--- src/rtl/alu_multicycle_pkg.sv ---
// Shared ALU operation codes, FSM state encoding and small decode helpers.
package alu_multicycle_pkg;

    typedef enum logic [3:0] {
        ALU_PUR = 4'd0,
        ALU_AND = 4'd1,
        ALU_OR  = 4'd2,
        ALU_XOR = 4'd3,
        ALU_UNC = 4'd4,
        ALU_EQ  = 4'd5,
        ALU_ULT = 4'd6,
        ALU_SLT = 4'd7,
        ALU_ULE = 4'd8,
        ALU_SLE = 4'd9,
        ALU_UAD = 4'd10,
        ALU_SAD = 4'd11,
        ALU_UMT = 4'd12,
        ALU_SMT = 4'd13,
        ALU_SHL = 4'd14,
        ALU_SHR = 4'd15
    } alu_op_e;

    typedef enum logic [1:0] {
        ALU_ST_IDLE = 2'd0,
        ALU_ST_MUL  = 2'd1,
        ALU_ST_DONE = 2'd2
    } alu_state_e;

    function automatic logic is_mul_op(input logic [3:0] op);
        return (op == ALU_UMT) || (op == ALU_SMT);
    endfunction

endpackage

--- src/rtl/alu_seq_multiplier.sv ---
// Unsigned shift-add multiplier: one multiplier bit per clock, WIDTH iterations.
module alu_seq_multiplier #(
    parameter int WIDTH = 8
) (
    input  logic               clock,
    input  logic               reset,
    input  logic               start,
    input  logic [WIDTH-1:0]   multiplicand,
    input  logic [WIDTH-1:0]   multiplier,
    output logic               busy,
    output logic               done,
    output logic [2*WIDTH-1:0] product
);
    localparam int CW = $clog2(WIDTH) + 1;
    localparam logic [CW-1:0] LAST = CW'(WIDTH - 1);

    logic [CW-1:0]      count;
    logic [WIDTH-1:0]   mcand;
    logic [2*WIDTH-1:0] acc;
    logic [WIDTH:0]     partial;

    // acc = {high partial sum, remaining multiplier bits}; each step adds and shifts right
    assign partial = {1'b0, acc[2*WIDTH-1:WIDTH]} + (acc[0] ? {1'b0, mcand} : '0);
    assign product = acc;

    // Load on start, then iterate until the last multiplier bit has been consumed
    always_ff @(posedge clock or posedge reset) begin
        if (reset) begin
            count <= '0;
            mcand <= '0;
            acc   <= '0;
            busy  <= 1'b0;
            done  <= 1'b0;
        end else begin
            done <= 1'b0;
            if (start) begin
                acc   <= {{WIDTH{1'b0}}, multiplier};
                mcand <= multiplicand;
                count <= '0;
                busy  <= 1'b1;
            end else if (busy) begin
                acc   <= {partial, acc[WIDTH-1:1]};
                count <= count + CW'(1);
                if (count == LAST) begin
                    busy <= 1'b0;
                    done <= 1'b1;
                end
            end
        end
    end

endmodule

--- src/rtl/alu_multicycle.sv ---
// Handshaked WIDTH-bit ALU with iterative multiply, variable shifts and optional saturation.
module alu_multicycle
    import alu_multicycle_pkg::*;
#(
    parameter int WIDTH      = 8,
    parameter int SHIFT_BY_B = 0,
    parameter int SATURATE   = 0
) (
    input  logic             clock,
    input  logic             reset,
    input  logic             in_valid,
    output logic             in_ready,
    input  logic [WIDTH-1:0] operand_a,
    input  logic [WIDTH-1:0] operand_b,
    input  logic [3:0]       alu_op,
    output logic             out_valid,
    input  logic             out_ready,
    output logic [WIDTH-1:0] result,
    output logic [WIDTH-1:0] result_high,
    output logic             shift_overflow,
    output logic             arithmetic_overflow
);
    localparam logic [WIDTH-1:0] S_MAX       = {1'b0, {(WIDTH-1){1'b1}}};
    localparam logic [WIDTH-1:0] S_MIN       = {1'b1, {(WIDTH-1){1'b0}}};
    localparam logic [WIDTH-1:0] ONES        = '1;
    localparam logic [WIDTH-1:0] SHAMT_LIMIT = WIDTH'(WIDTH);
    localparam logic [WIDTH-1:0] ONE         = {{(WIDTH-1){1'b0}}, 1'b1};

    alu_state_e         state;
    logic [WIDTH-1:0]   a_q, b_q;
    logic [3:0]         op_q;
    logic               neg_q;
    logic               accept, mul_start, mul_busy, mul_done;
    logic [WIDTH-1:0]   mul_a, mul_b;
    logic [2*WIDTH-1:0] mul_product, signed_product;
    logic [WIDTH:0]     sum_u;
    logic               sad_ovf;
    logic [WIDTH-1:0]   shamt;
    logic [WIDTH-1:0]   dp_result, mp_result, mp_high;
    logic               dp_sovf, dp_aovf, mp_aovf;

    assign in_ready  = (state == ALU_ST_IDLE);
    assign accept    = in_valid & in_ready;
    assign mul_start = accept & is_mul_op(alu_op);
    assign sum_u     = {1'b0, a_q} + {1'b0, b_q};
    assign sad_ovf   = (a_q[WIDTH-1] == b_q[WIDTH-1]) && (sum_u[WIDTH-1] != a_q[WIDTH-1]);
    assign shamt     = (SHIFT_BY_B != 0) ? b_q : ONE;

    // Multiplier starts from the raw inputs on the accept edge so the product is ready WIDTH edges later
    always_comb begin
        mul_a = operand_a;
        mul_b = operand_b;
        if (alu_op == ALU_SMT) begin
            if (operand_a[WIDTH-1]) mul_a = -operand_a;
            if (operand_b[WIDTH-1]) mul_b = -operand_b;
        end
    end

    alu_seq_multiplier #(.WIDTH(WIDTH)) u_mult (
        .clock        (clock),
        .reset        (reset),
        .start        (mul_start),
        .multiplicand (mul_a),
        .multiplier   (mul_b),
        .busy         (mul_busy),
        .done         (mul_done),
        .product      (mul_product)
    );

    // Sign restoration, overflow and saturation for the multiply result
    always_comb begin
        signed_product = (op_q == ALU_SMT && neg_q) ? -mul_product : mul_product;
        mp_result      = signed_product[WIDTH-1:0];
        mp_high        = signed_product[2*WIDTH-1:WIDTH];
        if (op_q == ALU_SMT) mp_aovf = (mp_high != {WIDTH{mp_result[WIDTH-1]}});
        else                 mp_aovf = |mp_high;
        if (SATURATE != 0 && mp_aovf) begin
            if (op_q == ALU_SMT) mp_result = neg_q ? S_MIN : S_MAX;
            else                 mp_result = '1;
        end
    end

    // Single-cycle datapath over the latched operands
    always_comb begin
        dp_result = a_q;
        dp_sovf   = 1'b0;
        dp_aovf   = 1'b0;
        case (op_q)
            ALU_PUR: dp_result = a_q;
            ALU_AND: dp_result = a_q & b_q;
            ALU_OR:  dp_result = a_q | b_q;
            ALU_XOR: dp_result = a_q ^ b_q;
            ALU_UNC: dp_result = ONE;
            ALU_EQ:  dp_result = {{(WIDTH-1){1'b0}}, a_q == b_q};
            ALU_ULT: dp_result = {{(WIDTH-1){1'b0}}, a_q < b_q};
            ALU_SLT: dp_result = {{(WIDTH-1){1'b0}}, $signed(a_q) < $signed(b_q)};
            ALU_ULE: dp_result = {{(WIDTH-1){1'b0}}, a_q <= b_q};
            ALU_SLE: dp_result = {{(WIDTH-1){1'b0}}, $signed(a_q) <= $signed(b_q)};
            ALU_UAD: begin
                dp_aovf   = sum_u[WIDTH];
                dp_result = (SATURATE != 0 && sum_u[WIDTH]) ? ONES : sum_u[WIDTH-1:0];
            end
            ALU_SAD: begin
                dp_aovf   = sad_ovf;
                dp_result = (SATURATE != 0 && sad_ovf) ? (a_q[WIDTH-1] ? S_MIN : S_MAX)
                                                       : sum_u[WIDTH-1:0];
            end
            ALU_SHL, ALU_SHR: begin
                if (shamt == '0) begin
                    dp_result = a_q;
                end else if (shamt >= SHAMT_LIMIT) begin
                    dp_result = '0;
                    dp_sovf   = |a_q;
                end else if (op_q == ALU_SHL) begin
                    dp_result = a_q << shamt;
                    dp_sovf   = |(a_q & ~(ONES >> shamt));
                end else begin
                    dp_result = a_q >> shamt;
                    dp_sovf   = |(a_q & ~(ONES << shamt));
                end
            end
            default: dp_result = a_q;
        endcase
    end

    // Control FSM with registered result/flag outputs; DONE loads non-mul results one edge after entry
    always_ff @(posedge clock or posedge reset) begin
        if (reset) begin
            state               <= ALU_ST_IDLE;
            a_q                 <= '0;
            b_q                 <= '0;
            op_q                <= '0;
            neg_q               <= 1'b0;
            out_valid           <= 1'b0;
            result              <= '0;
            result_high         <= '0;
            shift_overflow      <= 1'b0;
            arithmetic_overflow <= 1'b0;
        end else begin
            case (state)
                ALU_ST_IDLE: begin
                    if (accept) begin
                        a_q   <= operand_a;
                        b_q   <= operand_b;
                        op_q  <= alu_op;
                        neg_q <= operand_a[WIDTH-1] ^ operand_b[WIDTH-1];
                        state <= is_mul_op(alu_op) ? ALU_ST_MUL : ALU_ST_DONE;
                    end
                end
                ALU_ST_MUL: begin
                    if (mul_done && !mul_busy) begin
                        result              <= mp_result;
                        result_high         <= mp_high;
                        shift_overflow      <= 1'b0;
                        arithmetic_overflow <= mp_aovf;
                        out_valid           <= 1'b1;
                        state               <= ALU_ST_DONE;
                    end
                end
                ALU_ST_DONE: begin
                    if (!out_valid) begin
                        result              <= dp_result;
                        result_high         <= '0;
                        shift_overflow      <= dp_sovf;
                        arithmetic_overflow <= dp_aovf;
                        out_valid           <= 1'b1;
                    end else if (out_ready) begin
                        out_valid <= 1'b0;
                        state     <= ALU_ST_IDLE;
                    end
                end
                default: state <= ALU_ST_IDLE;
            endcase
        end
    end

endmodule

--- config.mk ---
export PLATFORM = sky130hd
export DESIGN_NAME = alu_multicycle
export DESIGN_NICKNAME = d
export VERILOG_FILES = /design/src/rtl/alu_multicycle_pkg.sv /design/src/rtl/alu_seq_multiplier.sv /design/src/rtl/alu_multicycle.sv
export SDC_FILE = /design/constraint.sdc
export NUM_CORES = 1
export LEC_CHECK = 0
export CAP_MARGIN = 30
export CELL_PAD_IN_SITES_DETAIL_PLACEMENT = 0
export CELL_PAD_IN_SITES_GLOBAL_PLACEMENT = 1
export CORE_MARGIN = 3
export CORE_UTILIZATION = 40
export DETAILED_ROUTE_END_ITERATION = 16
export PLACE_DENSITY_LB_ADDON = 0.08
export SYNTH_ARGS = -nofsm -noshare
export SYNTH_HDL_FRONTEND = slang
export SYNTH_SLANG_ARGS = --single-unit
--- constraint.sdc ---
create_clock -name clock -period 2.7 [get_ports clock]
set_input_delay 0.27 -clock clock [delete_from_list [all_inputs] [get_ports clock]]
set_output_delay 0.27 -clock clock [all_outputs]
set_load 0.02 [all_outputs]
==> summary.txt <==
Floorplanning
  • Die height: 120 um
  • Initial core utilization: 41.2%
  • Core Area: 12700 um^2
  • Chip width: 120 um
  • I/O pin total: 44
  • Die Area: 14500 um^2
  • FP Rows: 41

Hold path
  • Hold Path Class: in2async

Place
  • Dpl cells: 832
  • Port bufs: 43
  • DP Wirelength: 11700 um
  • GPL Wtd Cong: 0.867
  • Placed Instance Area: 5920 um^2

Drt
  • Via density: 5.48
  • DR vias: 4644
  • Initial drt markers: 420
  • Detailed Routing Iterations Pass 1: 7
  • Final wirelength: 15000 um
  • DRC viols: 0
  • ANT nets after route: 0
  • Routed WL per cell: 17.7 um

Logic synthesis
  • Synth async-reset ratio: 100%
  • Synth Area per Inst: 8.38 um^2
  • Register area share after synthesis: 34.4%
  • Yosys warnings: 0
  • Synthesized area: 5240 um^2
  • Area leader, netlist: dfrtp_1
  • Number of enable flip-flop cells after synthesis: 0
  • Area share of the largest cell type after synthesis: 34.4%
  • Distinct cells, synth: 65
  • Synth Register Bits: 72
  • Synth area leaders: dfrtp_1 34%, ha_1 8.6%, nand2_1 5.8%
  • Top FF cell, synth: dfrtp_1
  • Post-Synthesis Cells: 625
  • Syn_nets: 687

Final layout
  • Ant. Diodes: 0
  • Layout cells sized above 1: 8.88%
  • Final std cell area, no fill: 6200 um^2
  • Commonest non-fill, non-tap cells in the layout: 81 x nand2_1, 69 x dfrtp_1, 60 x o21ai_0
  • Post-Layout Cell Count: 848
  • Layout area overhead: 18.4%
  • Layout Nets: 733
  • Commonest non-fill, non-tap cell in the layout: nand2_1

Pwr
  • Sequential power share: 28.7%
  • Clock power share: 15.3%
  • Peak VDD IR: 403 uV
  • Net Sw Power: 3.40 mW
  • Internal power: 3.87 mW
  • Combinational fraction of design power: 56.0%
  • Cell Pwr Density: 1170 nW/um^2
  • Switching share of power: 46.8%
  • Static Leak: 2.66 nW

STA
  • Tcrit/Tclk final: 93.7%
  • Slew HR: 61.6%
  • Final Hold Fails: 0
  • Fmax: 395 MHz
  • Skew final: 0.00409 ns
  • Slew @ Worst Pin: 0.575 ns
  • Min cycle time layout: 2.53 ns
  • Slew Limit Fails: 0
  • RSZ-0062 raised after global routing: no
  • Final setup violation count: 0
  • Fin Setup TNS: 0 ns

Worst setup path
  • WP data arrival: 2.73 ns
  • Kind of start point of the critical path: register
  • Worst path required time: 2.90 ns
  • Worst setup startpoint: a_q[5]
  • CP Max Fanout: 6
  • Setup CP Type: reg2reg
  • Reg-to-reg critical path startpoint: a_q[5]
  • Critical Path End Type: register

Clock tree
  • H-tree Lvls: 3
  • CTS root buf: clkbuf_16
  • Clock sink count: 72
  • CTS tree: done
  • Worst skew pair latency: 0.34 ns
  • TritonCTS Buffers: 9
  • CTS max path bufs: 2
  • CTS clk-pin slew, worst paths: 0.06 ns

Job
  • Max Cap Violations: 0

Run status
  • Status: complete, no violations

Global route
  • First-pass GRT wire length: 24800 um
  • Vias in the first global route: 4505
  • Initial antenna violation count: 0
  • Largest net degree at the start of global routing: 42
  • Total grt overflow: 0
  • Total Routing Usage GR: 21.6%
## state kept, by name (all words and copies together), names as in the netlist
register	cells
u_mult.busy	1
b_q	8
out_valid	1
shift_overflow	1
u_mult.count	4
arithmetic_overflow	1
neg_q	1
result	8
u_mult.mcand	8
u_mult.product	16
u_mult.done	1
result_high	8
a_q	8
op_q	4
state	2
## power groups by stage
stage                     sequential, mW  clock (mW)  combinational [mW]
after global placement              2.08           0                4.00
after global routing                2.17        1.18                4.57
after floorplan                     1.95           0                2.93
after detailed placement            2.10           0                4.01
final                               2.09        1.11                4.07
after CTS                           2.08        1.14                4.03
## routing by layer
layer  routed length [um]  up-vias  global-route usage (%)  part of all wire, %
li1                     -     2291                       -                    -
met5                    0        -                       0                    0
met4                  150        0                    4.75                  1.0
met2                 6370      137                    31.9                   43
met1                 7520     2206                    32.6                   50
met3                  953       10                    4.54                  6.4
## area by class of cell
| class | instances | area, um^2 |
|---|---|---|
| well taps | 172 | 215 |
| inverters | 40 | 150 |
| flip-flops and latches | 72 | 1810 |
| clock buffers | 11 | 243 |
| multi-input cells | 478 | 3110 |
| repair buffers | 70 | 646 |
| clock inverters | 5 | 31.3 |
| fillers | 1271 | 6520 |
## Yosys cell counts (13+ instances only)
master     n
o21ai_0   60
nand2_1   81
clkbuf_1  24
ha_1      36
dfrtp_1   72
nor3_1    14
inv_1     39
a21oi_1   39
nor2_1    43
xnor2_1   22
nand3_1   13
mux2i_1   14
## worst paths after layout
path | endpoint | slack, ns | cells past startpoint
max | result[0] | 0.17 | 7
min | arithmetic_overflow | 0.32 | 2
max reg2reg | result[0] | 0.17 | 7
min reg2reg | u_mult.mcand[7] | 0.47 | 2
max in group asynchronous | u_mult.product[13] | 1.76 | 3
min in group clock | u_mult.mcand[7] | 0.47 | 2
## what timing repair did
item,in CTS,in global routing
gates resized for setup,0,5
hold buffers,0,0
endpoints found under the setup margin,0,2
buffers inserted,0,0
## kinds of logic (layout without fill, tap and decap cells)
group	Yosys count	count (layout)	share of synthesized area, %
compound gates	182	182	21.9
simple gates	209	209	19.4
flops	72	72	34.4
fa+ha+maj	38	38	9.36
xor+xnor	33	33	5.52
buf+inv	75	126	6.33
mux	16	16	3.11
## stage by stage
stage / setup slack (ns) / power (mW) / hold slack [ns] / util, %
after floorplan: 0.372 / 4.87 / 0.387 / -
after global routing: 0.0161 / 7.92 / 0.385 / 48.8
after global placement: 0.185 / 6.08 / 0.460 / 46.5
final: 0.171 / 7.27 / 0.321 / 48.8
after detailed placement: 0.143 / 6.11 / 0.461 / 46.5
after CTS: 0.135 / 7.26 / 0.337 / 48.7
## critical path, stage by stage (launching register included)
cell and delay [ns]:
dfrtp_1 0.48, inv_1 0.12, ha_1 0.39, nor4_1 0.47, a211o_1 0.33, mux2i_1 0.12, o311ai_0 0.34, a32oi_1 0.15
(Power assumes the default switching activity.)
